File: config.mk
export PLATFORM = sky130hd
export DESIGN_NAME = div_ctrl
export DESIGN_NICKNAME = d
export VERILOG_FILES = /design/src/rtl/div_ctrl_pkg.sv /design/src/rtl/div_ctrl_core.sv /design/src/rtl/div_ctrl.sv
export SDC_FILE = /design/constraint.sdc
export NUM_CORES = 1
export LEC_CHECK = 0
export CAP_MARGIN = 20
export CORE_UTILIZATION = 53
export DETAILED_ROUTE_END_ITERATION = 16
export GPL_ROUTABILITY_DRIVEN = 0
export MAX_ROUTING_LAYER = met4
export PLACE_DENSITY = 0.76
export SYNTH_ARGS = -nofsm -noshare
export SYNTH_HDL_FRONTEND = slang
export SYNTH_SLANG_ARGS = --single-unit
File: constraint.sdc
create_clock -name clk -period 2.1 [get_ports clk]
set_clock_uncertainty 0.2 [all_clocks]
set_input_delay 0.525 -clock clk [delete_from_list [all_inputs] [get_ports clk]]
set_output_delay 0.525 -clock clk [all_outputs]
set_load 0.02 [all_outputs]
File: src/rtl/div_ctrl_pkg.sv
// Shared types and constants for the programmable clock divider.
// Optional feature macro: DIV_CTRL_TICK_CNT_EN (adds the tick_count output).
package div_ctrl_pkg;

    // Default width of the terminal-count register
    localparam int DIV_W_DEFAULT = 32;

    // Control FSM states
    typedef enum logic [1:0] {
        IDLE = 2'd0,
        RUN  = 2'd1,
        PEND = 2'd2
    } state_t;

    // Terminal count that gives a toggle rate of f_out from a clock of f_in
    function automatic int unsigned reset_term(input int unsigned f_in,
                                               input int unsigned f_out);
        return (f_in / f_out) - 32'd1;
    endfunction

endpackage

File: src/rtl/div_ctrl_core.sv
// Divider datapath: counter, active terminal count, slow output and tick pulse.
// Counting is enabled by cnt_en; dropping cnt_en clears counter and slow.
// load_term replaces the terminal count on the next edge.
module div_ctrl_core
    import div_ctrl_pkg::*;
#(
    parameter int               DIV_W    = DIV_W_DEFAULT,
    parameter logic [DIV_W-1:0] TERM_RST = '0
) (
    input  logic             clk,
    input  logic             rst_n,
    input  logic             cnt_en,
    input  logic             load_term,
    input  logic [DIV_W-1:0] term_in,
    output logic             at_term,
    output logic             slow,
    output logic             tick
);

    logic [DIV_W-1:0] counter_reg;
    logic [DIV_W-1:0] term_reg;
    logic             slow_reg;
    logic             tick_reg;

    assign at_term = (counter_reg == term_reg);
    assign slow    = slow_reg;
    assign tick    = tick_reg;

    // Count up to term, wrap to 0 and toggle slow; tick marks the toggle cycle
    always_ff @(posedge clk or negedge rst_n) begin
        if (!rst_n) begin
            counter_reg <= '0;
            slow_reg    <= 1'b0;
            tick_reg    <= 1'b0;
        end else begin
            tick_reg <= 1'b0;
            if (!cnt_en) begin
                counter_reg <= '0;
                slow_reg    <= 1'b0;
            end else if (at_term) begin
                counter_reg <= '0;
                slow_reg    <= ~slow_reg;
                tick_reg    <= 1'b1;
            end else begin
                counter_reg <= counter_reg + DIV_W'(1);
            end
        end
    end

    // Terminal count only changes when the controller asks; the counter is
    // always 0 at that moment, so it can never exceed the new term
    always_ff @(posedge clk or negedge rst_n) begin
        if (!rst_n) begin
            term_reg <= TERM_RST;
        end else if (load_term) begin
            term_reg <= term_in;
        end
    end

endmodule

File: src/rtl/div_ctrl.sv
// Programmable square-wave divider: FSM, config handshake, shadow register
// and error pulse around the div_ctrl_core datapath.
// Optional feature macro: DIV_CTRL_TICK_CNT_EN adds a 16-bit wrapping
// tick_count output cleared only by reset.
module div_ctrl
    import div_ctrl_pkg::*;
#(
    parameter int unsigned fin   = 100000000,
    parameter int unsigned fout  = 50,
    parameter int          DIV_W = DIV_W_DEFAULT
) (
    input  logic             clk,
    input  logic             rst_n,
    input  logic             run,
    input  logic             cfg_valid,
    input  logic [DIV_W-1:0] cfg_div,
    output logic             cfg_ready,
    output logic             cfg_err,
    output logic             slow,
    output logic             tick,
    output logic             busy
`ifdef DIV_CTRL_TICK_CNT_EN
    ,
    output logic [15:0]      tick_count
`endif
);

    localparam logic [DIV_W-1:0] TERM_RST = DIV_W'(reset_term(fin, fout));

    state_t           state_reg;
    state_t           state_next;
    logic [DIV_W-1:0] shadow_reg;
    logic             cfg_err_reg;
    logic             cfg_accept;
    logic             cfg_legal;
    logic             cnt_en;
    logic             load_term;
    logic [DIV_W-1:0] term_in;
    logic             at_term;

    assign cfg_accept = cfg_valid && cfg_ready;
    assign cfg_legal  = (cfg_div != '0);
    assign cfg_err    = cfg_err_reg;

    div_ctrl_core #(
        .DIV_W    (DIV_W),
        .TERM_RST (TERM_RST)
    ) u_core (
        .clk       (clk),
        .rst_n     (rst_n),
        .cnt_en    (cnt_en),
        .load_term (load_term),
        .term_in   (term_in),
        .at_term   (at_term),
        .slow      (slow),
        .tick      (tick)
    );

    // FSM state register
    always_ff @(posedge clk or negedge rst_n) begin
        if (!rst_n) begin
            state_reg <= IDLE;
        end else begin
            state_reg <= state_next;
        end
    end

    // Next-state logic; dropping run always wins and returns to IDLE
    always_comb begin
        state_next = state_reg;
        case (state_reg)
            IDLE: if (run) state_next = RUN;
            RUN: begin
                if (!run)                          state_next = IDLE;
                else if (cfg_accept && cfg_legal)  state_next = PEND;
            end
            PEND: begin
                if (!run)         state_next = IDLE;
                else if (at_term) state_next = RUN;
            end
            default: state_next = IDLE;
        endcase
    end

    // Outputs and datapath control; a new term is only loaded while the
    // counter is (or is being forced to) 0, so half-periods never glitch
    always_comb begin
        cfg_ready = (state_reg != PEND);
        busy      = (state_reg == PEND);
        cnt_en    = run && (state_reg != IDLE);
        load_term = 1'b0;
        term_in   = cfg_div;
        case (state_reg)
            IDLE: load_term = cfg_accept && cfg_legal;
            RUN:  load_term = !run && cfg_accept && cfg_legal;
            PEND: begin
                load_term = !run || at_term;
                term_in   = shadow_reg;
            end
            default: load_term = 1'b0;
        endcase
    end

    // Capture a legal config offered while running; applied at the next boundary
    always_ff @(posedge clk or negedge rst_n) begin
        if (!rst_n) begin
            shadow_reg <= '0;
        end else if ((state_reg == RUN) && run && cfg_accept && cfg_legal) begin
            shadow_reg <= cfg_div;
        end
    end

    // One-cycle error pulse after accepting a zero terminal count
    always_ff @(posedge clk or negedge rst_n) begin
        if (!rst_n) begin
            cfg_err_reg <= 1'b0;
        end else begin
            cfg_err_reg <= cfg_accept && !cfg_legal;
        end
    end

`ifdef DIV_CTRL_TICK_CNT_EN
    logic [15:0] tick_count_reg;

    assign tick_count = tick_count_reg;

    // Free-running count of ticks, wraps naturally at 16 bits
    always_ff @(posedge clk or negedge rst_n) begin
        if (!rst_n) begin
            tick_count_reg <= '0;
        end else if (tick) begin
            tick_count_reg <= tick_count_reg + 16'd1;
        end
    end
`endif

endmodule

After elaboration in Yosys (flattened, before gate mapping)
Index checks and enable logic that the tools add are counted.
- input bits: 36
- register bits: 101
- word-level logic and storage cells: 47
- reduce and logical (&&, ||, !) cells: 16
- equal/unequal tests: 8
- add/subtract/negate cells: 1
- bitwise gates (word level): 1
- multiplexer cells: 14
- operator list (kind ; count):
    $mux 32 ; 3
    $add 32x1->32 const B ; 1
    $eq 32x32->1 ; 1
    $reduce_bool 32->1 ; 1
    $mux 2 ; 5
    $logic_and 1x1->1 ; 9
    $ne 2x2->1 const B ; 3
    $pmux 2 s3 ; 1
    $mux 1 ; 4
    $ne 3x2->1 const B ; 1
    $ne 3x3->1 const B ; 1
    $pmux 1 s3 ; 1
    $reduce_and 3->1 ; 1
    $eq 2x1->1 const B ; 1
    $eq 2x2->1 const B ; 1
    $logic_not 1->1 ; 2
    $logic_not 2->1 ; 1
    $reduce_bool 2->1 ; 1
    $logic_or 1x1->1 ; 1
    $not 1->1 ; 1

Logic depth before layout (Yosys ltp)
Gate-level depths: netlist of the first run.
- word-level depth: 6
- depth in mapped cells: 7

Cells and area by module
From an unflattened synthesis of the first run, not the netlist that was laid out.
- cell total of the unflattened synthesis: 480
- area total of the unflattened synthesis: 5037.3 sq um
- modules (own cells, without submodules) (module ; seq. area each (sq um) ; cells an instance ; instances ; area each (sq um)):
    div_ctrl_core ; 1667.8 ; 281 ; 1 ; 3201.8
    div_ctrl ; 875.8 ; 199 ; 1 ; 1835.5

Worst setup path after synthesis of the first run
No wires, ideal clock.
- path kind: input to register
- from: input port cfg_div[3]
- to: register shadow_reg[10]
- buffers on the path: 2
- cell stages on the path: 7
- library setup time: 125 ps
- slack: -130 ps
- arrival time: 1905 ps
- required time: 1775 ps
- cell sequence: nor4_1 -> nand4_1 -> o21ai_2 -> or3_1 -> buf_6 -> buf_12 -> mux2_4
- word-level cells in the longest chain between the ends: 2
- RTL lines (item ; line ; RTL):
    start: declaration ; div_ctrl.sv:16 ; input logic [DIV_W-1:0] cfg_div,
    $reduce_bool 32->1 ; div_ctrl.sv:42 ; assign cfg_legal = (cfg_div != '0);
    $logic_and 1x1->1 ; div_ctrl.sv:108 ; end else if ((state_reg == RUN) && run && cfg_accept && cfg_legal) begin
    end signal: assignment ; div_ctrl.sv:109 ; shadow_reg <= cfg_div;
    end: declaration ; div_ctrl.sv:32 ; logic [DIV_W-1:0] shadow_reg;
No other way between the ends.
A chain may end at the register's enable or synchronous reset.

Final worst setup path of the first run
- from: register u_core.counter_reg[22]
- to: register u_core.term_reg[22]
- word-level cells in the longest chain between the ends: 3
- RTL lines (item ; line ; RTL):
    start: declaration ; div_ctrl_core.sv:20 ; logic [DIV_W-1:0] counter_reg;
    start signal: assignment ; div_ctrl_core.sv:45 ; counter_reg <= counter_reg + DIV_W'(1);
    $eq 32x32->1 ; div_ctrl_core.sv:25 ; assign at_term = (counter_reg == term_reg);
    $logic_or 1x1->1 ; div_ctrl.sv:97 ; load_term = !run || at_term;
    $pmux 1 s3 ; div_ctrl.sv:93 ; case (state_reg)
    end signal: assignment ; div_ctrl_core.sv:56 ; term_reg <= term_in;
    end: declaration ; div_ctrl_core.sv:21 ; logic [DIV_W-1:0] term_reg;
No other way between the ends.

==> impl_summary.txt, run 1 <==
----------------------------------------------------
[Logic synthesis]
  Post-synth cell types ... 36
  Most frequent cell after synthesis ... sky130_fd_sc_hd__dfrtp_1
  Post-Syn Area ... 5490 um^2
  Cell types with the largest area share after synthesis ... sky130_fd_sc_hd__dfrtp_1, sky130_fd_sc_hd__mux2_4, sky130_fd_sc_hd__a221oi_2
  Post-synth top cells ... sky130_fd_sc_hd__dfrtp_1, sky130_fd_sc_hd__nor2_1, sky130_fd_sc_hd__xnor2_1
  Post-Syn Nets ... around 530
  FF+latch count, synth ... 101
  Top-area cell type share of the netlist area ... approximately 40%
  Mean Syn Cell Area ... around 11 um^2
  Count of mapped cells out of synthesis ... slightly below 500
  Count of synthesis-stage warnings from yosys ... 0
  Cell taking the most area after synthesis ... sky130_fd_sc_hd__dfrtp_1
  Share of synthesized registers carrying an async set or reset ... 100%
  Predominant post-synthesis flop cell ... sky130_fd_sc_hd__dfrtp_1
  Fraction of the yosys area taken by sequential cells ... 46.3%
  Post-synth EDFFs ... 0

[STA]
  Number of failing hold endpoints at the final stage ... 0
  Actual transition at the worst max-transition pin ... between 500 and 600 ps
  Post-route clock period utilization ... 117%
  Highest attainable clock frequency ... approximately 410 MHz
  Minimum period implied by the final worst setup slack ... 2460 ps
  Final Slew Violations ... 0
  Tightest hold margin ... roughly 270 ps
  Unrepaired setup endpoints after global routing ... yes
  Worst rel slew slack ... between 60% and 70%
  Worst setup slack after layout ... -363 ps
  Setup violators final ... 100

[Worst setup path]
  Flop-to-flop setup slack ... -360 ps
  Depth of the worst register-to-register path ... 7
  Top fanout value on the critical path ... 8
  Family with the most delay on the worst path ... compound AO/OA/AOI/OAI gates
  Cells along the critical path ... xnor2_1, nand4_1, nor3_4, buf_4, buf_4, a311oi_1, a221oi_1
  CP Class ... register to register
  Sum of buffers and inverters on the critical path ... 2
  Arrival time at the worst endpoint ... around 2500 ps
  Endpoint type of the worst setup path ... register
  Crit path max-delay cell type ... sky130_fd_sc_hd__dfrtp_1
  Required time of the worst setup path ... 2180 ps
  Dominant cell type by count on the critical path ... sky130_fd_sc_hd__buf_4
  Reg2Reg Launch Point ... u_core.counter_reg[22]
  Stage delay of the slowest cell on the critical path ... 470 ps
  End of the worst register-to-register path ... u_core.term_reg[22]
  CP Launch Type ... register

[Power and ir drop]
  Static Leak ... about 3.5 nW
  Power consumption ... between 6 and 7 mW
  Power density relative to cell area ... approximately 760 nW/um^2
  Peak VDD IR ... between 0.6 and 0.7 mV

[Floorplan]
  Starting density of the core ... between 50% and 60%
  Standard-cell row count ... 36
  Core box area ... about 9900 um^2
  Die width ... between 100 and 150 um
  Number of I/O pins ... just over 40
  Die outline height ... around 100 um
  Total die area ... 10800 um^2

[Run status]
  Status ... finished, violations left
  Violations in the final reports ... negative setup slack

[Global route]
  Global route total overflow ... 0
  First-pass GRT wire length ... approximately 30 mm
  Maximum number of pins on one net before global-route repair ... between 40 and 50
  Vias in the first global route ... around 5300
  Number of antenna violations at the first check in global routing ... 0
  Total GRT Usage ... between 30 and 40%

[Detailed routing]
  Aggregate routed wire length ... just over 20 mm
  Remaining number of nets flagged by the antenna check after routing ... 0
  Total number of vias ... approximately 5200
  Post-route DRC ... 0
  Routed wire length per instance ... 26.8 um
  Vias per inst ... around 6.7
  Number of DRC markers in iteration 0 ... 580
  Total iterations of the first detailed-routing run ... 6

[Hold path]
  Number of stages on the worst hold path ... 3
  Hold path start ... cfg_div[7]
  HP Class ... primary input to register
  Worst-case hold path end point ... shadow_reg[7]

[Clock network]
  TritonCTS clock tree ... built
  Cts bufs inserted ... 9
  Count of H-tree levels built during CTS ... 3
  Insertion delay to the later sink of the worst-skew pair ... 400 ps
  Clk sinks ... about 100
  Maximum clock path buffer count ... 2
  Cell at the root of the clock tree ... sky130_fd_sc_hd__clkbuf_8
  Clk pin slew, worst setup/hold paths ... 110 ps

[Final layout]
  Fraction of final layout cells with drive strength greater than 1 ... approximately 44%
  Final cell count without fillers ... 775
  Net total in the final layout ... around 670
  Antenna cells ... 0
  Layout Area Growth over Synthesis ... 43.8%
  # fillers ... 506

[Placed design]
  Detailed placement HPWL ... around 9.7 mm
  Number of instances in the placed design ... a little over 700
  Port bufs ... 40

[Job]
  # Max-Cap Violations ... 0

----------------------------------------------------
## power breakdown
part	leakage, nW	internal, mW	switching [mW]
registers	1.24	2.34	0.352
logic	2.18	0.989	0.820
clock network	0.115	0.797	0.733
## worst register-to-register path: stages (launching register included)
cell and delay [ps]:
sky130_fd_sc_hd__dfrtp_1 470, sky130_fd_sc_hd__xnor2_1 290, sky130_fd_sc_hd__nand4_1 270, sky130_fd_sc_hd__nor3_4 230
sky130_fd_sc_hd__buf_4 180, sky130_fd_sc_hd__buf_4 190, sky130_fd_sc_hd__a311oi_1 180, sky130_fd_sc_hd__a221oi_1 350
## timing repair
item	in CTS	in global routing
hold endpoints to repair	17	0
hold buffers	1	0
setup buffers	23	8
gates cloned	14	1
gates resized for setup	168	37
pin swaps	32	29
setup endpoints to repair	103	104
## routing by layer
metal / wire length (um) / part of all wire, % / track usage [%] / vias to the layer above
met4: 1840 / 8.9 / 22.9 / 0
met3: 2140 / 10 / 8.62 / 181
met1: 7210 / 35 / 44.7 / 2527
met5: 0 / 0 / - / -
li1: - / - / - / 2062
met2: 9560 / 46 / 59.0 / 432
## cell usage in the layout, fill, tap and decap left out, types with 3 or more instances in the layout
cell	n
sky130_fd_sc_hd__dlygate4sd2_1	9
sky130_fd_sc_hd__buf_6	18
sky130_fd_sc_hd__buf_4	85
sky130_fd_sc_hd__mux2_4	32
sky130_fd_sc_hd__clkbuf_1	3
sky130_fd_sc_hd__clkbuf_8	9
sky130_fd_sc_hd__nor2_1	61
sky130_fd_sc_hd__clkdlybuf4s50_1	3
sky130_fd_sc_hd__a311oi_2	7
sky130_fd_sc_hd__xor2_1	23
sky130_fd_sc_hd__buf_2	9
sky130_fd_sc_hd__clkdlybuf4s15_2	3
sky130_fd_sc_hd__nand2_1	11
sky130_fd_sc_hd__clkdlybuf4s15_1	7
sky130_fd_sc_hd__nor4_4	9
sky130_fd_sc_hd__nand4_1	21
sky130_fd_sc_hd__a311oi_1	23
sky130_fd_sc_hd__a221oi_2	31
sky130_fd_sc_hd__nor3_1	4
sky130_fd_sc_hd__nand3_1	11
sky130_fd_sc_hd__clkbuf_2	3
sky130_fd_sc_hd__xnor2_1	33
sky130_fd_sc_hd__and3_1	7
sky130_fd_sc_hd__buf_8	4
sky130_fd_sc_hd__buf_12	16
sky130_fd_sc_hd__inv_1	37
sky130_fd_sc_hd__xnor2_2	6
sky130_fd_sc_hd__and4_1	4
sky130_fd_sc_hd__nor2_2	7
sky130_fd_sc_hd__nor2_4	3
sky130_fd_sc_hd__bufinv_16	3
sky130_fd_sc_hd__dfstp_2	13
sky130_fd_sc_hd__buf_16	12
sky130_fd_sc_hd__dfrtp_1	87
## area by class of cell
| class | count | area, um^2 | area share [%] |
|---|---|---|---|
| clock buffer | 12 | 135 | 1.71 |
| clock inverter | 4 | 98.8 | 1.25 |
| inverter | 37 | 139 | 1.76 |
| multi-input combinational | 315 | 2930 | 37.1 |
| sequential | 101 | 2540 | 32.2 |
| tap | 133 | 166 | 2.11 |
| timing repair buffer | 173 | 1880 | 23.9 |
## worst max-delay path by stage
stage	to	slack [ps]	startpoint	cells past startpoint
after detailed placement	u_core.term_reg[11]	-980	cfg_div[3]	10
after global placement	u_core.term_reg[11]	-970	cfg_div[11]	9
after floorplan	shadow_reg[10]	-110	cfg_div[27]	7
final	u_core.term_reg[22]	-360	u_core.counter_reg[22]	7
after global routing	u_core.term_reg[22]	-380	u_core.term_reg[6]	7
after CTS	u_core.term_reg[11]	-140	cfg_div[8]	12
## through the flow
| step | setup slack, ps | utilization [%] | setup TNS [ps] | instance area (um^2) |
|---|---|---|---|---|
| 3_5_place_dp | -983 | 67.4 | -65700 | 6680 |
| 2_1_floorplan | -109 | - | -3290 | 5550 |
| 6_report | -363 | 79.7 | -26320 | 7900 |
| 3_3_place_gp | -971 | 67.4 | -67470 | 6680 |
| 4_1_cts | -139 | 78.3 | -9910 | 7760 |
| 5_1_grt | -379 | 79.7 | -27740 | 7900 |
## cell families (layout without fill, tap and decap cells)
kind of cell	Yosys count	count (layout)	share of synthesized area (%)
buffers and inverters	72	226	6.90
adder cells (fa/ha/maj)	1	1	0.228
flip-flops	101	101	46.3
AO/OA/AOI/OAI	74	74	15.1
XOR/XNOR	62	62	9.89
AND/OR/NAND/NOR	146	146	13.0
multiplexers	32	32	8.61
(Power assumes the default switching activity.)
==> inputs of run 2 (changes only) <==
--- a/config.mk
+++ b/config.mk
@@ -10,7 +10,7 @@
 export DETAILED_ROUTE_END_ITERATION = 16
 export GPL_ROUTABILITY_DRIVEN = 0
 export MAX_ROUTING_LAYER = met4
-export PLACE_DENSITY = 0.76
+export PLACE_DENSITY_LB_ADDON = 0.1
 export SYNTH_ARGS = -nofsm -noshare
 export SYNTH_HDL_FRONTEND = slang
 export SYNTH_SLANG_ARGS = --single-unit
==> impl_summary.txt, run 2 (synthesis gave the netlist of run 1 again) <==
----------------------------------------------------
[Clock network]
  Maximum clock path buffer count ... 2 (unchanged)
  Count of H-tree levels built during CTS ... 3 (unchanged)
  Cts bufs inserted ... 9 (unchanged)
  Cell at the root of the clock tree ... sky130_fd_sc_hd__clkbuf_8
  Insertion delay to the later sink of the worst-skew pair ... 390 ps (about the same)
  Clk sinks ... 101 (unchanged)
  TritonCTS clock tree ... built
  Clk pin slew, worst setup/hold paths ... 100 ps (about the same)

[Floorplan]
  Total die area ... 10800 um^2 (unchanged)
  Die outline height ... 104 um (unchanged)
  Die width ... 104 um (unchanged)
  Standard-cell row count ... 36 (unchanged)
  Starting density of the core ... 55.4% (unchanged)
  Number of I/O pins ... 41 (unchanged)
  Core box area ... 9910 um^2 (unchanged)

[Worst setup path]
  Reg2Reg Launch Point ... u_core.term_reg[10]
  CP Class ... primary input to register
  Top fanout value on the critical path ... 7 (-1)
  Cells along the critical path ... buf_6, nor4_4, nand4_1, buf_4, buf_6, o2111ai_4, buf_12, buf_8, buf_12, nor2_4, a221oi_2
  Depth of the worst register-to-register path ... 9 (+2)
  Endpoint type of the worst setup path ... register
  End of the worst register-to-register path ... u_core.slow
  CP Launch Type ... primary input
  Crit path max-delay cell type ... sky130_fd_sc_hd__nor4_4
  Flop-to-flop setup slack ... -180 ps (+180 ps)
  Stage delay of the slowest cell on the critical path ... 350 ps (-120 ps)
  Arrival time at the worst endpoint ... 2410 ps (-130 ps)
  Required time of the worst setup path ... 2190 ps (about the same)

[Detailed routing]
  Post-route DRC ... 0 (unchanged)
  Aggregate routed wire length ... 16.8 mm (-19%)
  Vias per inst ... 5.98 (-11%)
  Total number of vias ... 4609 (-11%)
  Remaining number of nets flagged by the antenna check after routing ... 0 (unchanged)
  Total iterations of the first detailed-routing run ... 6 (unchanged)
  Number of DRC markers in iteration 0 ... 231 (-60%)
  Routed wire length per instance ... 21.8 um (-19%)

[Final layout]
  Layout Area Growth over Synthesis ... 41.2%
  Post-route cell area ... 7750 um^2 (-1.8%)
  Most frequent cells in the layout ... sky130_fd_sc_hd__buf_4, sky130_fd_sc_hd__dfrtp_1, sky130_fd_sc_hd__nor2_1
  Fraction of final layout cells with drive strength greater than 1 ... 48.0% (+3.7 points)
  Final design utilization ... 78.2% (-1.5 points)
  Final cell count without fillers ... 771 (-0.52%)
  Net total in the final layout ... 670 (-0.59%)
  Commonest non-fill, non-tap cell in the layout ... sky130_fd_sc_hd__buf_4
  Antenna cells ... 0 (unchanged)

[STA]
  Worst rel slew slack ... 67.4% (+1.4 points)
  Worst setup slack after layout ... -220 ps (+143 ps)
  Final Slew Violations ... 0 (unchanged)
  Unrepaired setup endpoints after global routing ... yes
  Post-route clock period utilization ... 110% (-6.8 points)
  Minimum period implied by the final worst setup slack ... 2320 ps (-143 ps)
  Highest attainable clock frequency ... 431 MHz (+6.2%)
  Number of failing hold endpoints at the final stage ... 0 (unchanged)
  Actual transition at the worst max-transition pin ... 489 ps (-18.0 ps)
  Setup violators final ... 100 (unchanged)

[Global route]
  First-pass GRT wire length ... 26.0 mm (-13%)
  Maximum number of pins on one net before global-route repair ... 39 (-9.3%)
  Total GRT Usage ... 32.4% (-5.3 points)
  Global route total overflow ... 0 (unchanged)
  Vias in the first global route ... 4766 (-9.7%)
  Number of antenna violations at the first check in global routing ... 0 (unchanged)

[Placed design]
  Number of instances in the placed design ... 723 (+0.70%)
  Port bufs ... 40 (unchanged)
  Placement-stage cell area ... 6740 um^2 (+0.94%)
  DP Worst Slack ... -1080 ps (-95.3 ps)
  Detailed placement HPWL ... 9.88 mm (+1.9%)

[Power and ir drop]
  Power consumption ... 5.58 mW (-7.5%)
  Relative contribution of sequential cells to total power ... 47.6% (+3.0 points)
  Switching Power ... 1.75 mW (-8.3%)
  Power density relative to cell area ... 720 nW/um^2 (-5.8%)
  Static Leak ... 3.45 nW (-2.4%)
  Cell internal power dissipation ... 3.83 mW (-7.2%)
  Clock power share ... 22.5% (-2.9 points)
  Peak VDD IR ... 0.540 mV (-17%)
  Combinational group share of total power ... 29.9% (about the same)
  Fraction of power spent switching nets ... 31.3% (-0.27 points)

[Hold path]
  Worst-case hold path end point ... shadow_reg[8]
  Number of stages on the worst hold path ... 3 (unchanged)
  HP Class ... primary input to register
  Hold path start ... cfg_div[8]

[Run status]
  Violations in the final reports ... negative setup slack
  Status ... finished, violations left

[Job]
  # Max-Cap Violations ... 0 (unchanged)

----------------------------------------------------
run 2: final cells by class:
| cell class | instances | area (um^2) |
|---|---|---|
| multi-input combinational | 315 | 3040 |
| clock buffer | 13 | 179 |
| sequential | 101 | 2540 |
| timing repair buffer | 169 | 1670 |
| fill | 586 | 2160 |
| inverter | 37 | 139 |
| clock inverter | 3 | 17.5 |
| tap | 133 | 166 |
run 2: worst max-delay path by stage:
| stage | start | endpoint | slack [ps] | cells after the start |
|---|---|---|---|---|
| final | cfg_div[10] | u_core.term_reg[23] | -220 | 11 |
| after global routing | cfg_div[10] | u_core.term_reg[29] | -260 | 11 |
| after CTS | cfg_div[8] | shadow_reg[25] | -110 | 9 |
| after detailed placement | cfg_div[11] | u_core.term_reg[22] | -1080 | 9 |
| after global placement | cfg_div[11] | u_core.term_reg[22] | -1030 | 9 |
| after floorplan | cfg_div[27] | shadow_reg[10] | -110 | 7 |
run 2: worst max-delay path: cells and delay by family:
kind	cells	cell delay [ps]
AOI/OAI and AO/OA	2	440
and+or+nand+nor	3	590
buffers and inverters	6	840
run 2: power groups by stage:
stage	sequential [mW]	clock [mW]	combinational [mW]
floorplan	2.54	0	0.939
global placement	2.63	0	1.30
detailed placement	2.64	0	1.35
CTS	2.62	1.26	1.55
global route	2.68	1.34	1.78
finish	2.66	1.25	1.67
run 2: metal layers:
layer	vias up	share of wire, %	GRT usage [%]
li1	2052	-	-
met4	0	2.6	11.6
met5	-	0	-
met1	2346	42	41.2
met3	41	5.4	5.79
met2	170	50	52.3
run 2: stage by stage:
| step | TNS (ps) | hold slack [ps] |
|---|---|---|
| 4_1_cts | -6010 | 262 |
| 3_3_place_gp | -70860 | 278 |
| 3_5_place_dp | -71190 | 286 |
| 6_report | -14520 | 265 |
| 2_1_floorplan | -3290 | 29.4 |
| 5_1_grt | -17750 | 268 |
run 2: repair_timing:
action,in CTS,in global routing
hold buffers,1,0
gates resized for setup,147,93
buffers inserted,22,8
endpoints found under the hold margin,30,0
pin swaps,25,24
cloned,7,2
endpoints found under the setup margin,102,104
==> inputs of run 3 (changes only) <==
--- a/config.mk
+++ b/config.mk
@@ -6,11 +6,13 @@
 export NUM_CORES = 1
 export LEC_CHECK = 0
 export CAP_MARGIN = 20
+export CORE_MARGIN = 2
 export CORE_UTILIZATION = 53
 export DETAILED_ROUTE_END_ITERATION = 16
 export GPL_ROUTABILITY_DRIVEN = 0
 export MAX_ROUTING_LAYER = met4
 export PLACE_DENSITY_LB_ADDON = 0.1
+export SETUP_SLACK_MARGIN = 0.2
 export SYNTH_ARGS = -nofsm -noshare
 export SYNTH_HDL_FRONTEND = slang
 export SYNTH_SLANG_ARGS = --single-unit
==> impl_summary.txt, run 3 (synthesis gave the netlist of run 1 again) <==
----------------------------------------------------
[Final layout]
  Final design utilization ... 78.3% (about the same)
  Final cell count without fillers ... 778 (+0.91%)
  # fillers ... 627 (+7.0%)
  Commonest non-fill, non-tap cell in the layout ... sky130_fd_sc_hd__dfrtp_1
  Fraction of final layout cells with drive strength greater than 1 ... 49.8% (+1.9 points)
  Most frequent cells in the layout ... sky130_fd_sc_hd__dfrtp_1, sky130_fd_sc_hd__buf_4, sky130_fd_sc_hd__nor2_1
  Register cell area after layout ... 2540 um^2 (unchanged)
  Layout Area Growth over Synthesis ... 45.2%
  Antenna cells ... 0 (unchanged)
  Area taken by multi-input logic gates ... 3120 um^2 (+2.8%)
  Net total in the final layout ... 674 (+0.60%)

[STA]
  Worst rel slew slack ... 70.5% (+3.1 points)
  Highest attainable clock frequency ... 434 MHz (+0.59%)
  Actual transition at the worst max-transition pin ... 440 ps (-49.5 ps)
  Setup violators final ... 100 (unchanged)
  Final Slew Violations ... 0 (unchanged)
  Unrepaired setup endpoints after global routing ... yes
  Post-route clock period utilization ... 110% (-0.64 points)
  Number of failing hold endpoints at the final stage ... 0 (unchanged)
  Worst setup slack after layout ... -207 ps (+13.5 ps)
  Minimum period implied by the final worst setup slack ... 2310 ps (-13.5 ps)

[Detailed routing]
  Aggregate routed wire length ... 15.6 mm (-6.9%)
  Total iterations of the first detailed-routing run ... 4 (-2)
  Remaining number of nets flagged by the antenna check after routing ... 0 (unchanged)
  Total number of vias ... 4438 (-3.7%)
  Vias per inst ... 5.70 (-4.6%)
  Post-route DRC ... 0 (unchanged)
  Routed wire length per instance ... 20.1 um (-7.8%)
  Number of DRC markers in iteration 0 ... 221 (-4.3%)

[Floorplan]
  Die outline height ... 106 um (+1.9%)
  Standard-cell row count ... 37 (+2.8%)
  Die width ... 106 um (+1.9%)
  Number of I/O pins ... 41 (unchanged)
  Total die area ... 11200 um^2 (+3.9%)
  Core box area ... 10200 um^2 (+2.8%)
  Starting density of the core ... 53.9% (-1.5 points)

[Worst setup path]
  Cells along the critical path ... xnor2_1, nand4_1, nor4_4, buf_6, buf_6, a31o_4, buf_12, nor2_1
  Crit path max-delay cell type ... sky130_fd_sc_hd__dfrtp_1
  Dominant cell type by count on the critical path ... sky130_fd_sc_hd__buf_6
  Arrival time at the worst endpoint ... 2380 ps (-30 ps)
  Required time of the worst setup path ... 2170 ps (-20 ps)
  Endpoint type of the worst setup path ... register
  Family with the most delay on the worst path ... simple AND/OR/NAND/NOR gates
  Stage delay of the slowest cell on the critical path ... 440 ps (+90 ps)
  CP Class ... register to register
  Sum of buffers and inverters on the critical path ... 3 (-3)
  Top fanout value on the critical path ... 16 (+9)
  CP Launch Type ... register

[Hold path]
  HP Class ... primary input to register

[Global route]
  Maximum number of pins on one net before global-route repair ... 31 (-21%)
  First-pass GRT wire length ... 23.7 mm (-8.9%)
  Global route total overflow ... 0 (unchanged)
  Total GRT Usage ... 28.5% (-3.9 points)
  Number of antenna violations at the first check in global routing ... 0 (unchanged)
  Vias in the first global route ... 4572 (-4.1%)

[Clock network]
  Maximum clock path buffer count ... 2 (unchanged)
  Clk pin slew, worst setup/hold paths ... 100 ps (about the same)
  Clk sinks ... 101 (unchanged)
  Cell at the root of the clock tree ... sky130_fd_sc_hd__clkbuf_8
  Count of H-tree levels built during CTS ... 3 (unchanged)
  Cts bufs inserted ... 9 (unchanged)
  Insertion delay to the later sink of the worst-skew pair ... 400 ps (about the same)
  TritonCTS clock tree ... built

[Placed design]
  Detailed placement HPWL ... 9.86 mm (-0.27%)
  Port bufs ... 40 (unchanged)
  Number of instances in the placed design ... 726 (+0.41%)

[Power and ir drop]
  Peak VDD IR ... 0.639 mV (+18%)
  Static Leak ... 3.48 nW (+0.90%)
  Power density relative to cell area ... 716 nW/um^2 (-0.56%)

[Run status]
  Violations in the final reports ... negative setup slack
  Status ... finished, violations left

[Job]
  # Max-Cap Violations ... 0 (unchanged)

----------------------------------------------------
run 3: cell types whose count changed in the layout (fill, tap and decap cells not counted), moves of 5 or more:
cell                       before  now
sky130_fd_sc_hd__buf_12        13   19
sky130_fd_sc_hd__nor2_4        19   10
sky130_fd_sc_hd__a311oi_4       2    7
sky130_fd_sc_hd__buf_6         19   25
sky130_fd_sc_hd__nor2_1        45   37
sky130_fd_sc_hd__nor2_2         7   24
run 3: worst paths after layout:
kind                       slack [ps]             startpoint                     end  cells after the start
min in group asynchronous         330                  rst_n  u_core.counter_reg[13]                      2
max                              -210  u_core.counter_reg[9]  u_core.counter_reg[25]                      8
max reg2reg                      -210  u_core.counter_reg[9]  u_core.counter_reg[25]                      8
min                               290             cfg_div[7]           shadow_reg[7]                      3
min reg2reg                       310          shadow_reg[2]      u_core.term_reg[2]                      2
max in group asynchronous         780                  rst_n     u_core.term_reg[19]                      3
run 3: worst min-delay path, delay by kind of cell:
kind | cells | cell delay (ps)
buffers and inverters | 2 | 190
multiplexers | 1 | 130
run 3: metrics by stage:
stage               power (mW)  TNS (ps)  area, um^2  hold WS, ps  setup WS [ps]
CTS                       5.56     -5350        7630          277          -83.8
floorplan                 3.55     -3330        5790         29.4           -109
global placement          4.02    -56210        6980          221           -873
global route              5.96    -16660        7970          284           -243
finish                    5.71    -13580        7970          286           -207
detailed placement        4.07    -57050        6980          215           -909
run 3: repair_timing:
item                                    in CTS  in global routing
pin swaps                                   21                 32
gates cloned                                 7                  2
hold buffers                                 1                  0
endpoints found under the setup margin     106                102
buffers inserted                            21                  5
resized for setup                          146                 68
hold endpoints to repair                    13                  0
run 3: layout make-up:
| type | instances | share of cell area, % |
|---|---|---|
| sequential | 101 | 31.9 |
| multi-input combinational | 315 | 39.2 |
| inverter | 37 | 1.74 |
| tap | 136 | 2.13 |
| timing repair buffer | 173 | 22.3 |
| clock inverter | 5 | 0.941 |
| clock buffer | 11 | 1.77 |
run 3: layer usage:
layer | GRT usage, % | wire length [um] | vias to the layer above
met5 | - | 0 | -
met4 | 9.49 | 295 | 0
met3 | 4.45 | 552 | 22
met2 | 45.8 | 8020 | 91
met1 | 37.3 | 6740 | 2264
li1 | - | - | 2061
run 3: where the power goes:
part / internal [mW] / switching, mW
Sequential: 2.34 / 0.301
Clock: 0.698 / 0.688
Combinational: 0.966 / 0.712
Total: 4.01 / 1.70
